[config.mk]
export PLATFORM = sky130hd
export DESIGN_NAME = mem_wb_stage_reg_flat
export DESIGN_NICKNAME = d
export VERILOG_FILES = /design/src/rtl/mem_wb_stage_reg_if.sv /design/src/rtl/mem_wb_stage_reg.sv /design/src/flat_wrapper.sv
export SDC_FILE = /design/constraint.sdc
export NUM_CORES = 1
export LEC_CHECK = 0
export CORE_ASPECT_RATIO = 1.1
export CORE_MARGIN = 2
export CORE_UTILIZATION = 25
export DETAILED_ROUTE_END_ITERATION = 10
export PLACE_DENSITY = 0.52
export SLEW_MARGIN = 20
export SYNTH_ARGS = -nofsm -noshare
export SYNTH_HDL_FRONTEND = slang
export SYNTH_SLANG_ARGS = --single-unit
export TNS_END_PERCENT = 100
[constraint.sdc]
create_clock -name clk -period 2.8 [get_ports clk]
set_clock_uncertainty 0.2 [all_clocks]
set_input_delay 0.7 -clock clk [delete_from_list [all_inputs] [get_ports clk]]
set_output_delay 0.7 -clock clk [all_outputs]
set_load 0.05 [all_outputs]
[src/rtl/mem_wb_stage_reg_if.sv]
// MEM->WB channel: MEM-side valid/ready with entry payload, and WB-side valid/ready
// with the held entry plus the selected writeback data.
interface mem_wb_stage_reg_if #(
    parameter int DATA_W = 32,
    parameter int ADDR_W = 5,
    parameter int WB_W   = 2
);
    logic              in_valid;
    logic              in_ready;
    logic [DATA_W-1:0] alu_result;
    logic [DATA_W-1:0] mem_rdata;
    logic [ADDR_W-1:0] rd_addr;
    logic [WB_W-1:0]   wb_ctrl;

    logic              out_valid;
    logic              out_ready;
    logic [DATA_W-1:0] out_alu;
    logic [DATA_W-1:0] out_mem;
    logic [DATA_W-1:0] out_wb_data;
    logic [ADDR_W-1:0] out_rd_addr;
    logic [WB_W-1:0]   out_wb;

    // Surrounding pipeline: drives MEM entries and WB ready, observes the stage outputs.
    modport master (
        output in_valid, alu_result, mem_rdata, rd_addr, wb_ctrl, out_ready,
        input  in_ready, out_valid, out_alu, out_mem, out_wb_data, out_rd_addr, out_wb
    );

    modport slave (
        input  in_valid, alu_result, mem_rdata, rd_addr, wb_ctrl, out_ready,
        output in_ready, out_valid, out_alu, out_mem, out_wb_data, out_rd_addr, out_wb
    );
endinterface

[src/rtl/mem_wb_stage_reg.sv]
// MEM->WB pipeline register with valid/ready handshake, one-entry skid buffer behind the
// main entry, synchronous flush and a saturating count of cycles stalled by WB.
module mem_wb_stage_reg #(
    parameter int DATA_W          = 32,
    parameter int ADDR_W          = 5,
    parameter int WB_W            = 2,
    parameter int CNT_W           = 16,
    parameter bit ZERO_REG_SQUASH = 1'b1
) (
    input  logic             clk,
    input  logic             rst,
    input  logic             i_flush,
    mem_wb_stage_reg_if.slave io_pipe,
    output logic [CNT_W-1:0] o_stall_cnt
);

    logic              r_out_valid;
    logic [DATA_W-1:0] r_out_alu;
    logic [DATA_W-1:0] r_out_mem;
    logic [ADDR_W-1:0] r_out_rd;
    logic [WB_W-1:0]   r_out_wb;

    logic              r_skid_valid;
    logic [DATA_W-1:0] r_skid_alu;
    logic [DATA_W-1:0] r_skid_mem;
    logic [ADDR_W-1:0] r_skid_rd;
    logic [WB_W-1:0]   r_skid_wb;

    logic [CNT_W-1:0]  r_stall_cnt;

    logic              w_in_ready;
    logic              w_accept;
    logic              w_fire;
    logic              w_main_free;
    logic              w_main_from_skid;
    logic              w_main_from_in;
    logic              w_load_skid;
    logic [WB_W-1:0]   w_cap_wb;
    logic [WB_W-1:0]   w_out_wb;

    // The skid entry can only be filled while main is stalled, so it doubles as back-pressure.
    assign w_in_ready  = ~r_skid_valid;
    assign w_accept    = io_pipe.in_valid & w_in_ready;
    assign w_fire      = r_out_valid & io_pipe.out_ready;
    assign w_main_free = ~r_out_valid | w_fire;

    always_comb begin
        w_cap_wb = io_pipe.wb_ctrl;
        if (ZERO_REG_SQUASH && (io_pipe.rd_addr == '0)) begin
            w_cap_wb[0] = 1'b0;
        end
    end

    always_comb begin
        w_main_from_skid = 1'b0;
        w_main_from_in   = 1'b0;
        w_load_skid      = 1'b0;
        if (!i_flush) begin
            if (w_main_free) begin
                w_main_from_skid = r_skid_valid;
                w_main_from_in   = ~r_skid_valid & w_accept;
            end else begin
                w_load_skid = w_accept;
            end
        end
    end

    always_ff @(posedge clk) begin
        if (rst) begin
            r_out_valid  <= 1'b0;
            r_skid_valid <= 1'b0;
        end else if (i_flush) begin
            r_out_valid  <= 1'b0;
            r_skid_valid <= 1'b0;
        end else begin
            if (w_main_free) begin
                r_out_valid <= r_skid_valid | w_accept;
            end
            if (w_main_from_skid) begin
                r_skid_valid <= 1'b0;
            end else if (w_load_skid) begin
                r_skid_valid <= 1'b1;
            end
        end
    end

    // Payload registers only move on a capture or skid->main transfer; flush leaves them stale.
    always_ff @(posedge clk) begin
        if (rst) begin
            r_out_alu  <= '0;
            r_out_mem  <= '0;
            r_out_rd   <= '0;
            r_out_wb   <= '0;
            r_skid_alu <= '0;
            r_skid_mem <= '0;
            r_skid_rd  <= '0;
            r_skid_wb  <= '0;
        end else begin
            if (w_main_from_skid) begin
                r_out_alu <= r_skid_alu;
                r_out_mem <= r_skid_mem;
                r_out_rd  <= r_skid_rd;
                r_out_wb  <= r_skid_wb;
            end else if (w_main_from_in) begin
                r_out_alu <= io_pipe.alu_result;
                r_out_mem <= io_pipe.mem_rdata;
                r_out_rd  <= io_pipe.rd_addr;
                r_out_wb  <= w_cap_wb;
            end
            if (w_load_skid) begin
                r_skid_alu <= io_pipe.alu_result;
                r_skid_mem <= io_pipe.mem_rdata;
                r_skid_rd  <= io_pipe.rd_addr;
                r_skid_wb  <= w_cap_wb;
            end
        end
    end

    always_ff @(posedge clk) begin
        if (rst) begin
            r_stall_cnt <= '0;
        end else if (r_out_valid && !io_pipe.out_ready && (r_stall_cnt != {CNT_W{1'b1}})) begin
            r_stall_cnt <= r_stall_cnt + 1'b1;
        end
    end

    assign w_out_wb = r_out_valid ? r_out_wb : '0;

    assign io_pipe.in_ready    = w_in_ready;
    assign io_pipe.out_valid   = r_out_valid;
    assign io_pipe.out_alu     = r_out_alu;
    assign io_pipe.out_mem     = r_out_mem;
    assign io_pipe.out_rd_addr = r_out_rd;
    assign io_pipe.out_wb      = w_out_wb;
    assign io_pipe.out_wb_data = w_out_wb[1] ? r_out_mem : r_out_alu;
    assign o_stall_cnt         = r_stall_cnt;

endmodule

[src/flat_wrapper.sv]
// flat-port wrapper written by rule: the top's interface ports become plain ports
module mem_wb_stage_reg_flat 
#(
    parameter int DATA_W          = 32,
    parameter int ADDR_W          = 5,
    parameter int WB_W            = 2,
    parameter int CNT_W           = 16,
    parameter bit ZERO_REG_SQUASH = 1'b1
)
  (clk, rst, i_flush, o_stall_cnt, io_pipe_in_valid, io_pipe_alu_result, io_pipe_mem_rdata, io_pipe_rd_addr, io_pipe_wb_ctrl, io_pipe_out_ready, io_pipe_in_ready, io_pipe_out_valid, io_pipe_out_alu, io_pipe_out_mem, io_pipe_out_wb_data, io_pipe_out_rd_addr, io_pipe_out_wb);
  mem_wb_stage_reg_if #(.DATA_W(DATA_W), .ADDR_W(ADDR_W), .WB_W(WB_W)) io_pipe_i ();
  input  logic clk;
  input  logic rst;
  input  logic i_flush;
  output logic [CNT_W-1:0] o_stall_cnt;
  input wire logic [$bits(io_pipe_i.in_valid)-1:0] io_pipe_in_valid;
  input wire logic [$bits(io_pipe_i.alu_result)-1:0] io_pipe_alu_result;
  input wire logic [$bits(io_pipe_i.mem_rdata)-1:0] io_pipe_mem_rdata;
  input wire logic [$bits(io_pipe_i.rd_addr)-1:0] io_pipe_rd_addr;
  input wire logic [$bits(io_pipe_i.wb_ctrl)-1:0] io_pipe_wb_ctrl;
  input wire logic [$bits(io_pipe_i.out_ready)-1:0] io_pipe_out_ready;
  output wire logic [$bits(io_pipe_i.in_ready)-1:0] io_pipe_in_ready;
  output wire logic [$bits(io_pipe_i.out_valid)-1:0] io_pipe_out_valid;
  output wire logic [$bits(io_pipe_i.out_alu)-1:0] io_pipe_out_alu;
  output wire logic [$bits(io_pipe_i.out_mem)-1:0] io_pipe_out_mem;
  output wire logic [$bits(io_pipe_i.out_wb_data)-1:0] io_pipe_out_wb_data;
  output wire logic [$bits(io_pipe_i.out_rd_addr)-1:0] io_pipe_out_rd_addr;
  output wire logic [$bits(io_pipe_i.out_wb)-1:0] io_pipe_out_wb;
  assign io_pipe_i.in_valid = io_pipe_in_valid;
  assign io_pipe_i.alu_result = io_pipe_alu_result;
  assign io_pipe_i.mem_rdata = io_pipe_mem_rdata;
  assign io_pipe_i.rd_addr = io_pipe_rd_addr;
  assign io_pipe_i.wb_ctrl = io_pipe_wb_ctrl;
  assign io_pipe_i.out_ready = io_pipe_out_ready;
  assign io_pipe_in_ready = io_pipe_i.in_ready;
  assign io_pipe_out_valid = io_pipe_i.out_valid;
  assign io_pipe_out_alu = io_pipe_i.out_alu;
  assign io_pipe_out_mem = io_pipe_i.out_mem;
  assign io_pipe_out_wb_data = io_pipe_i.out_wb_data;
  assign io_pipe_out_rd_addr = io_pipe_i.out_rd_addr;
  assign io_pipe_out_wb = io_pipe_i.out_wb;
  mem_wb_stage_reg #(.DATA_W(DATA_W), .ADDR_W(ADDR_W), .WB_W(WB_W), .CNT_W(CNT_W), .ZERO_REG_SQUASH(ZERO_REG_SQUASH)) u_core (.clk(clk), .rst(rst), .i_flush(i_flush), .io_pipe(io_pipe_i), .o_stall_cnt(o_stall_cnt));
endmodule
==> Implementation_results.wiki, run 1 <==
{| class="wikitable"
! Metric !! Value
|-
| Syn nets || 857
|-
| Layout overhead on the synthesized area || 52.0%
|-
| Sequential fraction of the synthesis area || 0.489
|-
| Critical R2R Capture || u_core.o_stall_cnt[14]
|-
| Sink Count || 160
|-
| Final Hold Violating Endpoints || 0
|-
| Number of placement rows || 62
|-
| Detailed-routing iteration count for the pre-antenna-repair pass || 5
|-
| Hold Path Class || reg2reg
|-
| LEAKAGE || 3.33 nW
|-
| Bufs on Longest Clock Path || 2
|-
| Crit path buffers/inverters || 1
|-
| Width of the die || 158 um
|-
| Die Y-Extent || 174 um
|-
| Root Buffer || clkbuf_16
|-
| Number of buffers added by the clock tree synthesis step || 17
|-
| Vias || 6395
|-
| Tightest Pin Transition || 0.588 ns
|-
| Mean area per synthesized cell || between 8 and 9 um^2
|-
| HPWL after detailed placement || between 10000 and 15000 um
|-
| Remaining antenna violation count after routing || 0
|-
| Pin count of the biggest net entering global routing || 72
|-
| Arrival time reported for the critical path endpoint || 1.76 ns
|-
| Weighted congestion at the end of routability-driven global placement || 0.770
|-
| Biggest cell delay along the critical path || 0.86 ns
|-
| Routed length per instance || 16.9 um
|-
| Fin crit share || 0.950
|-
| Layout filler cell count || about 2700
|-
| Core Area || 25900 um^2
|-
| Number of antenna violations at the first check in global routing || 1
|-
| Later-pin clock latency in the skew report || roughly 0.43 ns
|-
| Fraction of layout cells with a size suffix above 1 || 0.138
|-
| Number of endpoints failing setup at the final stage || 0
|-
| Vias in the first global route || 5989
|-
| Hold slack || 0.252 ns
|-
| I/O pin count || about 200
|-
| Overall routing resource usage || 0.161
|-
| Worst endpoint required time || 1.90 ns
|-
| Maximum clock rate || about 380 MHz
|-
| Die area || 27500 um^2
|-
| Depth of the worst hold-timing path || 2
|-
| Ranking of synthesized cells by instance count || nand2_1, dfxtp_1, a21oi_1
|-
| First-pass GRT wire length || 34700 um
|-
| Minimum setup slack among reg-to-reg paths || 0.58 ns
|-
| Post-Syn Instances || just under 800
|-
| Unique cell type count in the Yosys netlist || 39
|-
| Most frequent cell after synthesis || nand2_1
|-
| Max-slew violation count || 0
|-
| Final-layout setup total negative slack || 0 ns
|-
| Kind of start point of the critical path || register
|-
| Total Routed Length || ~22000 um
|-
| # Max-Cap Violations || 0
|-
| Worst reg2reg path startpoint || u_core.o_stall_cnt[0]
|-
| Avg Vias per Cell || slightly below 5
|-
| Synth async-reset ratio || 0
|-
| Dominant cells by area after synthesis || dfxtp_1, nand2_1, a21oi_1
|-
| Hold Startpoint || u_core.io_pipe.out_rd_addr[2]
|-
| Total power per unit cell area || about 560 nW/um^2
|-
| Most frequently used flop master after synthesis || dfxtp_1
|-
| Maximum ir drop on the vdd rail || 0.000323 V
|-
| Crit-path leading delay family || buffers and inverters
|-
| Worst path slowest cell || clkdlybuf4s50_1
|-
| Clock-pin slew on the worst setup and hold paths || 0.07 ns
|-
| Area share of the largest cell type after synthesis || 0.489
|-
| Worst Hold End || u_core.io_pipe.out_rd_addr[2]
|-
| Critical path cell sequence || clkdlybuf4s50_1
|-
| Level count of the clock H-tree || 4
|-
| Max-slew headroom at the worst pin || 0.607
|-
| Kind of critical path || reg2out
|-
| Area of the mapped netlist || 6540 um^2
|-
| Flip-flop and latch count after synthesis || 160
|-
| RSZ-0062 raised after global routing || no
|-
| Starting density of the core || 0.253
|-
| Synth Warn # || 0
|-
| Port Buf Inserts || 196
|-
| CP max FO || 9
|-
| EDFF count, synth || 0
|-
| Outcome || finished clean
|-
| Post-layout min period || 2.66 ns
|-
| DRC violations left || 0
|-
| Depth of the worst register-to-register path || 5
|-
| CTS tree || done
|-
| CP Capture Type || primary output
|-
| Net count, final || 1023
|-
| Residual overflow from global routing || 0
|-
| Antenna cell count || 0
|-
| Yosys top cell by area || dfxtp_1
|-
| Iter 0 DRT Violations || 421
|}
-- cell type report --
cell class	count	area (um^2)	area share
clock buffer	17	425	0.0428
clock inverter	15	165	0.0166
inverter	4	15.0	0.00151
multi-input combinational	546	3090	0.310
sequential	160	3200	0.322
tap	352	440	0.0443
timing repair buffer	217	2610	0.262
-- flip-flops by register name (all words and copies together), names as in the netlist, 5 cells and up --
signal	cells
u_core.io_pipe.out_alu	32
u_core.io_pipe.out_mem	32
u_core.io_pipe.out_rd_addr	5
u_core.r_skid_mem	32
u_core.r_skid_alu	32
u_core.r_skid_rd	5
u_core.o_stall_cnt	16
-- where the power goes --
| part | total, mW | internal [mW] | switching [mW] |
|---|---|---|---|
| logic | 0.816 | 0.345 | 0.471 |
| registers | 2.38 | 2.33 | 0.0494 |
| clock network | 2.37 | 1.27 | 1.09 |
-- kinds of logic (layout without fill, tap and decap cells) --
logic type	count (synthesis)	after routing	share of synthesized area
compound gates	241	241	0.232
fa+ha+maj	1	1	0.00191
flops	160	160	0.489
mux	34	34	0.0583
simple gates	269	269	0.173
buf+inv	74	253	0.0442
xor+xnor	1	1	0.00134
-- worst max-delay path by stage --
stage | from | end | cells past startpoint
global route | u_core.o_stall_cnt[6] | o_stall_cnt[6] | 1
CTS | u_core.io_pipe.out_valid | io_pipe_out_wb_data[18] | 4
global placement | io_pipe_out_ready | u_core.o_stall_cnt[15] | 5
floorplan | u_core.io_pipe.out_valid | io_pipe_out_wb_data[10] | 3
detailed placement | io_pipe_out_ready | u_core.o_stall_cnt[15] | 5
finish | u_core.o_stall_cnt[6] | o_stall_cnt[6] | 1
-- cells in the final DEF (no fill, tap or decap), types with 4 or more instances in the layout --
master,n
dfxtp_1,159
nand2_1,220
or4_1,5
o31ai_1,4
o221ai_1,71
buf_12,46
clkdlybuf4s50_1,160
inv_6,6
buf_4,10
a21oi_1,153
inv_8,4
mux2_2,32
o21ai_1,5
nor2_1,8
nand4_1,7
clkbuf_16,17
or3_1,6
-- stage by stage --
step                cell area [um^2]  std cells   util  setup WS, ns  power (mW)
floorplan                       6540        780      -         0.274        2.84
finish                          9940       1311  0.384         0.141        5.57
global placement                9350       1279  0.361        0.0149        3.25
global route                    9940       1311  0.384        0.0587        5.81
CTS                             9940       1311  0.384        0.0397        5.65
detailed placement              9350       1279  0.361        0.0239        3.25
-- worst register-to-register path, cell delays in order (launching register included) --
cell and delay, ns:
dfxtp_1 0.41, ha_1 0.23, nand3_1 0.21, or3_1 0.39, nor4_1 0.31, mux2_1 0.35
-- layer usage --
layer,track usage,vias up,part of all wire
li1,-,3121,-
met3,0.0388,9,0.056
met4,0.0338,2,0.0057
met1,0.222,3104,0.46
met5,0,-,0.00063
met2,0.255,159,0.47
-- what timing repair did --
item	4_1_cts	5_1_grt
buffers inserted	0	0
resized for setup	2	1
setup endpoints to repair	24	12
hold buffers	0	0
Note: power is estimated with default switching activity, not from simulation.
==> inputs of run 2 (changes only) <==
--- a/config.mk
+++ b/config.mk
@@ -9,7 +9,6 @@
 export CORE_MARGIN = 2
 export CORE_UTILIZATION = 25
 export DETAILED_ROUTE_END_ITERATION = 10
-export PLACE_DENSITY = 0.52
 export SLEW_MARGIN = 20
 export SYNTH_ARGS = -nofsm -noshare
 export SYNTH_HDL_FRONTEND = slang
==> constraint.sdc (replaced) <==
create_clock -name clk -period 2.8 [get_ports clk]
set_clock_uncertainty 0.2 [all_clocks]
set_input_delay 0.28 -clock clk [delete_from_list [all_inputs] [get_ports clk]]
set_output_delay 0.28 -clock clk [all_outputs]
set_load 0.05 [all_outputs]
==> run 2 against run 1 <==
Against the previous run:
- first-iteration DRC count is 9.0% lower
- maximum frequency is 1.1% higher
- critical path depth is 3 higher
- register-to-register slack worse by 0.03 ns
- setup slack better by 0.029 ns
- count of clock-buffer cells in the layout is 1 higher
- die area stayed put
- utilization is 1.9 points lower
- cell count is 0.38% lower
- via count is 1.5% lower
- total power is 2.8% lower
- design area is 4.9% lower
==> Implementation_results.wiki, run 2 (synthesis gave the netlist of run 1 again) <==
{| class="wikitable"
! Metric !! Value
|-
| Outcome || finished clean (unchanged)
|-
| LEAKAGE || 3.21 nW (was 3.33 nW)
|-
| Worst reg2reg path startpoint || u_core.o_stall_cnt[0] (unchanged)
|-
| Number of placement rows || 62 (unchanged)
|-
| CP max FO || 31 (was 9)
|-
| Number of endpoints failing setup at the final stage || 0 (unchanged)
|-
| Weighted congestion at the end of routability-driven global placement || 0.781 (was 0.770)
|-
| # Max-Cap Violations || 0 (unchanged)
|-
| Most frequent cells in the layout || nand2_1, clkdlybuf4s50_1, dfxtp_1 (unchanged)
|-
| Post-layout min period || 2.63 ns (was 2.66 ns)
|-
| Root Buffer || clkbuf_16 (unchanged)
|-
| Bufs on Longest Clock Path || 2 (unchanged)
|-
| Worst endpoint required time || 2.32 ns (was 1.90 ns)
|-
| Count of placed standard cells including taps || 1274 (was 1279)
|-
| Later-pin clock latency in the skew report || 0.42 ns (was 0.43 ns)
|-
| Number of antenna violations at the first check in global routing || 1 (unchanged)
|-
| CTS tree || done (unchanged)
|-
| Die Y-Extent || 174 um (unchanged)
|-
| Switching Fraction || 0.284 (was 0.290)
|-
| Max-slew headroom at the worst pin || 0.617 (was 0.607)
|-
| Net count, final || 1018 (was 1023)
|-
| Detailed-routing iteration count for the pre-antenna-repair pass || 5 (unchanged)
|-
| Internal power || 3.87 mW (was 3.95 mW)
|-
| First-pass GRT wire length || 34600 um (was 34700 um)
|-
| Vias || 6296 (was 6395)
|-
| Worst setup path endpoint || io_pipe_out_wb[1] (was o_stall_cnt[6])
|-
| Maximum ir drop on the vdd rail || 0.000250 V (was 0.000323 V)
|-
| Arrival time reported for the critical path endpoint || 2.15 ns (was 1.76 ns)
|-
| Kind of critical path || reg2out (unchanged)
|-
| Port Buf Inserts || 196 (unchanged)
|-
| Hold Path Class || in2reg (was reg2reg)
|-
| Clock-pin slew on the worst setup and hold paths || 0.07 ns (about the same)
|-
| Minimum setup slack among reg-to-reg paths || 0.55 ns (was 0.58 ns)
|-
| Pin count of the biggest net entering global routing || 76 (was 72)
|-
| Layout overhead on the synthesized area || 44.4% (was 52.0%)
|-
| Routed length per instance || 16.6 um (was 16.9 um)
|-
| Die area || 27500 um^2 (unchanged)
|-
| Antenna cell count || 0 (unchanged)
|-
| Avg Vias per Cell || 4.82 (was 4.88)
|-
| Depth of the worst register-to-register path || 5 (unchanged)
|-
| Level count of the clock H-tree || 4 (unchanged)
|-
| CP Capture Type || primary output (unchanged)
|-
| Kind of start point of the critical path || register (unchanged)
|-
| Residual overflow from global routing || 0 (unchanged)
|-
| Tightest Pin Transition || 0.572 ns (was 0.588 ns)
|-
| Hold-fix buffers at CTS || 0 (unchanged)
|-
| Total Power Consumption || 5.41 mW (was 5.57 mW)
|-
| Proportion of power drawn by combinational gates || 0.135 (was 0.147)
|-
| Total power per unit cell area || 573 nW/um^2 (was 560 nW/um^2)
|-
| Iter 0 DRT Violations || 383 (was 421)
|-
| Critical R2R Capture || u_core.o_stall_cnt[14] (unchanged)
|-
| Remaining antenna violation count after routing || 0 (unchanged)
|-
| Crit path from || u_core.io_pipe.out_valid (was u_core.o_stall_cnt[6])
|-
| P_sw || 1.54 mW (was 1.61 mW)
|-
| Core Area || 25900 um^2 (unchanged)
|-
| Fraction of layout cells with a size suffix above 1 || 0.104 (was 0.138)
|-
| Fin worst setup slack || 0.170 ns (was 0.141 ns)
|-
| Maximum clock rate || 380 MHz (was 376 MHz)
|-
| Layout filler cell count || 2719 (was 2701)
|-
| Most common cell after layout, fill and taps aside || nand2_1 (unchanged)
|-
| Starting density of the core || 0.253 (unchanged)
|-
| Fraction of power consumed by sequential logic || 0.440 (was 0.428)
|-
| Max-slew violation count || 0 (unchanged)
|-
| I/O pin count || 197 (unchanged)
|-
| Vias in the first global route || 6181 (was 5989)
|-
| Final-layout setup total negative slack || 0 ns (unchanged)
|-
| Final Hold Violating Endpoints || 0 (unchanged)
|-
| Total Routed Length || 21700 um (was 22200 um)
|-
| Overall routing resource usage || 0.159 (was 0.161)
|-
| HPWL after detailed placement || 13400 um (was 14200 um)
|-
| DRC violations left || 0 (unchanged)
|-
| Width of the die || 158 um (unchanged)
|-
| Setup slack after placement || 0.345 ns (was 0.0239 ns)
|-
| Number of buffers added by the clock tree synthesis step || 17 (unchanged)
|-
| RSZ-0062 raised after global routing || no (unchanged)
|-
| Fin crit share || 0.939 (was 0.950)
|-
| Sink Count || 160 (unchanged)
|-
| Post-route insts no fill || 1306 (was 1311)
|-
| Clock network fraction of design power || 0.425 (was 0.426)
|}
-- run 2: cell types whose count changed in the layout (fill, tap and decap cells not counted), sizes merged --
cell           previous run  this run
buf                      56        24
dlygate4sd2               1        24
clkdlybuf4s50           160       164
inv                      14        10
clkinvlp                  1         3
clkbuf                   17        18
clkinv                    3         4
-- run 2: area by class of cell --
type                    instances  area (um^2)  area share
well taps                     352          440      0.0466
clock inverters                14          128      0.0135
inverters                       4         15.0     0.00159
flip-flops and latches        160         3200       0.339
repair buffers                212         2140       0.227
clock buffers                  18          439      0.0465
multi-input cells             546         3080       0.326
-- run 2: metal layers --
metal,track usage,share of wire,vias to the layer above
met2,0.256,0.46,160
met5,0,0.00060,-
met4,0.0420,0.013,2
met3,0.0390,0.046,19
li1,-,-,3113
met1,0.210,0.48,3002
-- run 2: critical path, stage by stage, from the launching register on --
cell	delay, ns
dfxtp_1	0.47
nand2_2	0.17
buf_12	0.23
inv_1	0.07
clkdlybuf4s50_1	0.79
-- run 2: worst min-delay path by stage --
stage,startpoint,endpoint,slack [ns],cells past startpoint
after floorplan,i_flush,u_core.io_pipe.out_valid,0.16,1
final,rst,u_core.o_stall_cnt[11],0.04,2
after global placement,u_core.io_pipe.out_rd_addr[2],u_core.io_pipe.out_rd_addr[2],0.24,2
after CTS,rst,u_core.io_pipe.out_rd_addr[1],0.01,2
after detailed placement,u_core.io_pipe.out_rd_addr[1],u_core.io_pipe.out_rd_addr[1],0.24,2
after global routing,rst,u_core.r_skid_rd[3],0.03,2
-- run 2: repair_timing --
item	4_1_cts	5_1_grt
buffers inserted	0	0
resized for setup	24	0
setup endpoints to repair	24	0
-- run 2: power by group through the flow --
stage          Clock [mW]  Sequential, mW  Combinational [mW]
2_1_floorplan           0            2.59               0.256
3_3_place_gp            0            2.43               0.741
3_5_place_dp            0            2.43               0.743
4_1_cts              2.37            2.38               0.734
5_1_grt              2.47            2.39               0.772
6_report             2.30            2.38               0.729
-- run 2: stage by stage --
| step | utilization | hold WS, ns | cell area, um^2 |
|---|---|---|---|
| detailed placement | 0.344 | 0.244 | 8910 |
| global placement | 0.344 | 0.239 | 8910 |
| finish | 0.365 | 0.0400 | 9450 |
| global route | 0.365 | 0.0291 | 9450 |
| CTS | 0.365 | 0.00970 | 9450 |
| floorplan | - | 0.158 | 6540 |
==> inputs of run 3 (changes only) <==
--- a/config.mk
+++ b/config.mk
@@ -6,7 +6,7 @@
 export NUM_CORES = 1
 export LEC_CHECK = 0
 export CORE_ASPECT_RATIO = 1.1
-export CORE_MARGIN = 2
+export CORE_MARGIN = 4
 export CORE_UTILIZATION = 25
 export DETAILED_ROUTE_END_ITERATION = 10
 export SLEW_MARGIN = 20
==> run 3 against run 2 <==
Against the previous run:
- design area is 0.28% higher
- wire length is 2.5% higher
- via count is 1.3% higher
- worst hold slack better by 0.10 ns
- count of clock-buffer cells in the layout is 1 lower
- utilization is 0.59 points higher
- clock power is 7% higher
- register-to-register slack hardly changed
- sequential power hardly changed
==> Implementation_results.wiki, run 3 (synthesis gave the netlist of run 1 again) <==
{| class="wikitable"
! Metric !! Value
|-
| Multi-input logic area || 3080 um^2 (unchanged)
|-
| Later-pin clock latency in the skew report || 0.42 ns (about the same)
|-
| Standard cell area after detailed placement || 8880 um^2 (was 8910 um^2)
|-
| Global route hottest layer || met2 (unchanged)
|-
| Net count, final || 1019 (was 1018)
|-
| Starting density of the core || 0.256 (was 0.253)
|-
| Maximum clock rate || 376 MHz (was 380 MHz)
|-
| Global Route met1 Usage || 0.194 (was 0.210)
|-
| Fin crit share || 0.950 (was 0.939)
|-
| CP Capture Type || primary output (unchanged)
|-
| Total Routed Length || 22200 um (was 21700 um)
|-
| Crit path buffers/inverters || 2 (was 3)
|-
| Root Buffer || clkbuf_16 (unchanged)
|-
| Hold Path Class || in2reg (unchanged)
|-
| Hold-fix buffers at CTS || 0 (unchanged)
|-
| Met2 usage in global routing || 0.240 (was 0.256)
|-
| Crit-path leading delay family || buffers and inverters (unchanged)
|-
| LEAKAGE || 3.21 nW (about the same)
|-
| Worst reg2reg path startpoint || u_core.o_stall_cnt[0] (unchanged)
|-
| Worst Hold End || u_core.io_pipe.out_rd_addr[3] (was u_core.o_stall_cnt[11])
|-
| Number of buffers added by the clock tree synthesis step || 17 (unchanged)
|-
| Port Buf Inserts || 196 (unchanged)
|-
| Weighted congestion at the end of routability-driven global placement || 0.806 (was 0.781)
|-
| Post-layout min period || 2.66 ns (was 2.63 ns)
|-
| Die area || 28800 um^2 (was 27500 um^2)
|-
| Worst endpoint required time || 2.32 ns (about the same)
|-
| Residual overflow from global routing || 0 (unchanged)
|-
| Number of endpoints failing setup at the final stage || 0 (unchanged)
|-
| Kind of start point of the critical path || register (unchanged)
|-
| Crit path from || u_core.io_pipe.out_valid (unchanged)
|-
| Post-route insts no fill || 1301 (was 1306)
|-
| Fraction of layout cells with a size suffix above 1 || 0.117 (was 0.104)
|-
| Number of antenna violations at the first check in global routing || 2 (was 1)
|-
| Post-route standard cell area excluding fillers || 9480 um^2 (was 9450 um^2)
|-
| CTS tree || done (unchanged)
|-
| Number of placement rows || 61 (was 62)
|-
| Clock-pin slew on the worst setup and hold paths || 0.07 ns (about the same)
|-
| Overall routing resource usage || 0.150 (was 0.159)
|-
| Avg Vias per Cell || 4.90 (was 4.82)
|-
| Layout overhead on the synthesized area || 44.8% (was 44.4%)
|-
| Final Hold Violating Endpoints || 0 (unchanged)
|-
| Minimum setup slack among reg-to-reg paths || 0.55 ns (about the same)
|-
| Core Area || 25600 um^2 (was 25900 um^2)
|-
| Maximum ir drop on the vdd rail || 0.000280 V (was 0.000250 V)
|-
| Combined flip-flop and latch cell area || 3200 um^2 (unchanged)
|-
| Fraction of met3 tracks used by global routing || 0.0467 (was 0.0390)
|-
| Width of the die || 162 um (was 158 um)
|-
| I/O pin count || 197 (unchanged)
|-
| Critical path cell sequence || nand2_2 > buf_4 > mux2_2 > buf_4 (was nand2_2 > buf_12 > inv_1 > clkdlybuf4s50_1)
|-
| Worst path slowest cell || nand2_2 (was clkdlybuf4s50_1)
|-
| Remaining antenna violation count after routing || 0 (unchanged)
|-
| Total power per unit cell area || 588 nW/um^2 (was 573 nW/um^2)
|-
| # Max-Cap Violations || 0 (unchanged)
|-
| Level count of the clock H-tree || 4 (unchanged)
|-
| Tightest Pin Transition || 0.917 ns (was 0.572 ns)
|-
| Most frequent cells in the layout || nand2_1, clkdlybuf4s50_1, dfxtp_1 (unchanged)
|-
| Pin count of the biggest net entering global routing || 73 (was 76)
|-
| Arrival time reported for the critical path endpoint || 2.18 ns (was 2.15 ns)
|-
| Detailed-routing iteration count for the pre-antenna-repair pass || 6 (was 5)
|-
| Max-slew violation count || 0 (unchanged)
|-
| Max-slew headroom at the worst pin || 0.389 (was 0.617)
|-
| Depth of the worst register-to-register path || 5 (unchanged)
|-
| Bufs on Longest Clock Path || 2 (unchanged)
|-
| HPWL after detailed placement || 14100 um (was 13400 um)
|-
| Cell type with the highest occurrence count on the critical path || buf_4
|-
| Layout filler cell count || 2576 (was 2719)
|-
| Sink Count || 160 (unchanged)
|-
| Biggest cell delay along the critical path || 0.42 ns (was 0.79 ns)
|-
| DRC violations left || 0 (unchanged)
|-
| Count of placed standard cells including taps || 1269 (was 1274)
|-
| Iter 0 DRT Violations || 315 (was 383)
|-
| Outcome || finished clean (unchanged)
|-
| Routed length per instance || 17.1 um (was 16.6 um)
|-
| First-pass GRT wire length || 34400 um (was 34600 um)
|-
| Vias || 6380 (was 6296)
|-
| Kind of critical path || reg2out (unchanged)
|-
| Depth of the worst hold-timing path || 2 (unchanged)
|-
| Critical R2R Capture || u_core.o_stall_cnt[14] (unchanged)
|-
| CP max FO || 17 (was 31)
|-
| Total Power Consumption || 5.57 mW (was 5.41 mW)
|-
| Die Y-Extent || 178 um (was 174 um)
|-
| Hold Startpoint || rst (unchanged)
|-
| Final-layout setup total negative slack || 0 ns (unchanged)
|-
| RSZ-0062 raised after global routing || no (unchanged)
|-
| Vias in the first global route || 6089 (was 6181)
|-
| Most common cell after layout, fill and taps aside || nand2_1 (unchanged)
|}
[run 3: changes by cell type in the layout (fill, tap and decap cells not counted), moves of 2 or more]
cell / previous run / this run
clkdlybuf4s50_1: 164 / 162
buf_4: 15 / 29
clkinv_4: 0 / 3
inv_8: 1 / 3
bufinv_16: 1 / 3
dlygate4sd2_1: 24 / 13
clkinv_2: 4 / 2
inv_6: 5 / 1
[run 3: stage by stage]
step / hold WS [ns] / util / worst slack [ns]
after global placement: 0.240 / 0.347 / 0.425
after floorplan: 0.158 / - / 0.363
after global routing: 0.146 / 0.371 / 0.0360
final: 0.140 / 0.371 / 0.139
after detailed placement: 0.244 / 0.347 / 0.392
after CTS: 0.128 / 0.371 / 0.0988
[run 3: where the power goes]
| group | switching, mW | total, mW | internal, mW |
|---|---|---|---|
| combinational | 0.455 | 0.735 | 0.280 |
| clock | 1.03 | 2.45 | 1.42 |
| sequential | 0.0490 | 2.38 | 2.33 |
[run 3: worst register-to-register path: stages (launching register included)]
cell and delay, ns:
dfxtp_1 0.40, ha_1 0.22, nand3_1 0.21, or3_1 0.45, nor4_1 0.30, mux2_1 0.36
[run 3: how the worst max path moves through the flow]
stage,end,slack (ns),cells after the start
after floorplan,u_core.o_stall_cnt[14],0.36,5
after global placement,io_pipe_out_wb_data[23],0.42,3
after detailed placement,io_pipe_out_wb_data[23],0.39,3
after CTS,io_pipe_out_wb_data[16],0.1,4
after global routing,io_pipe_out_wb[1],0.04,3
final,io_pipe_out_wb_data[16],0.14,4
[run 3: final cells by class]
| type | count | share of cell area |
|---|---|---|
| sequential | 160 | 0.338 |
| multi-input combinational | 546 | 0.325 |
| timing repair buffer | 213 | 0.225 |
| tap | 346 | 0.0457 |
| clock buffer | 17 | 0.0449 |
| clock inverter | 14 | 0.0194 |
| inverter | 4 | 0.00158 |
| antenna | 1 | 0.000264 |
[run 3: timing repair]
action,in CTS,in global routing
setup buffers,0,0
endpoints found under the setup margin,13,0
resized for setup,13,0
hold endpoints to repair,0,0
[run 3: metal layers]
layer	up-vias	part of all wire
met5	-	0.0012
met4	4	0.013
met3	18	0.062
met2	179	0.47
met1	3071	0.45
li1	3108	-
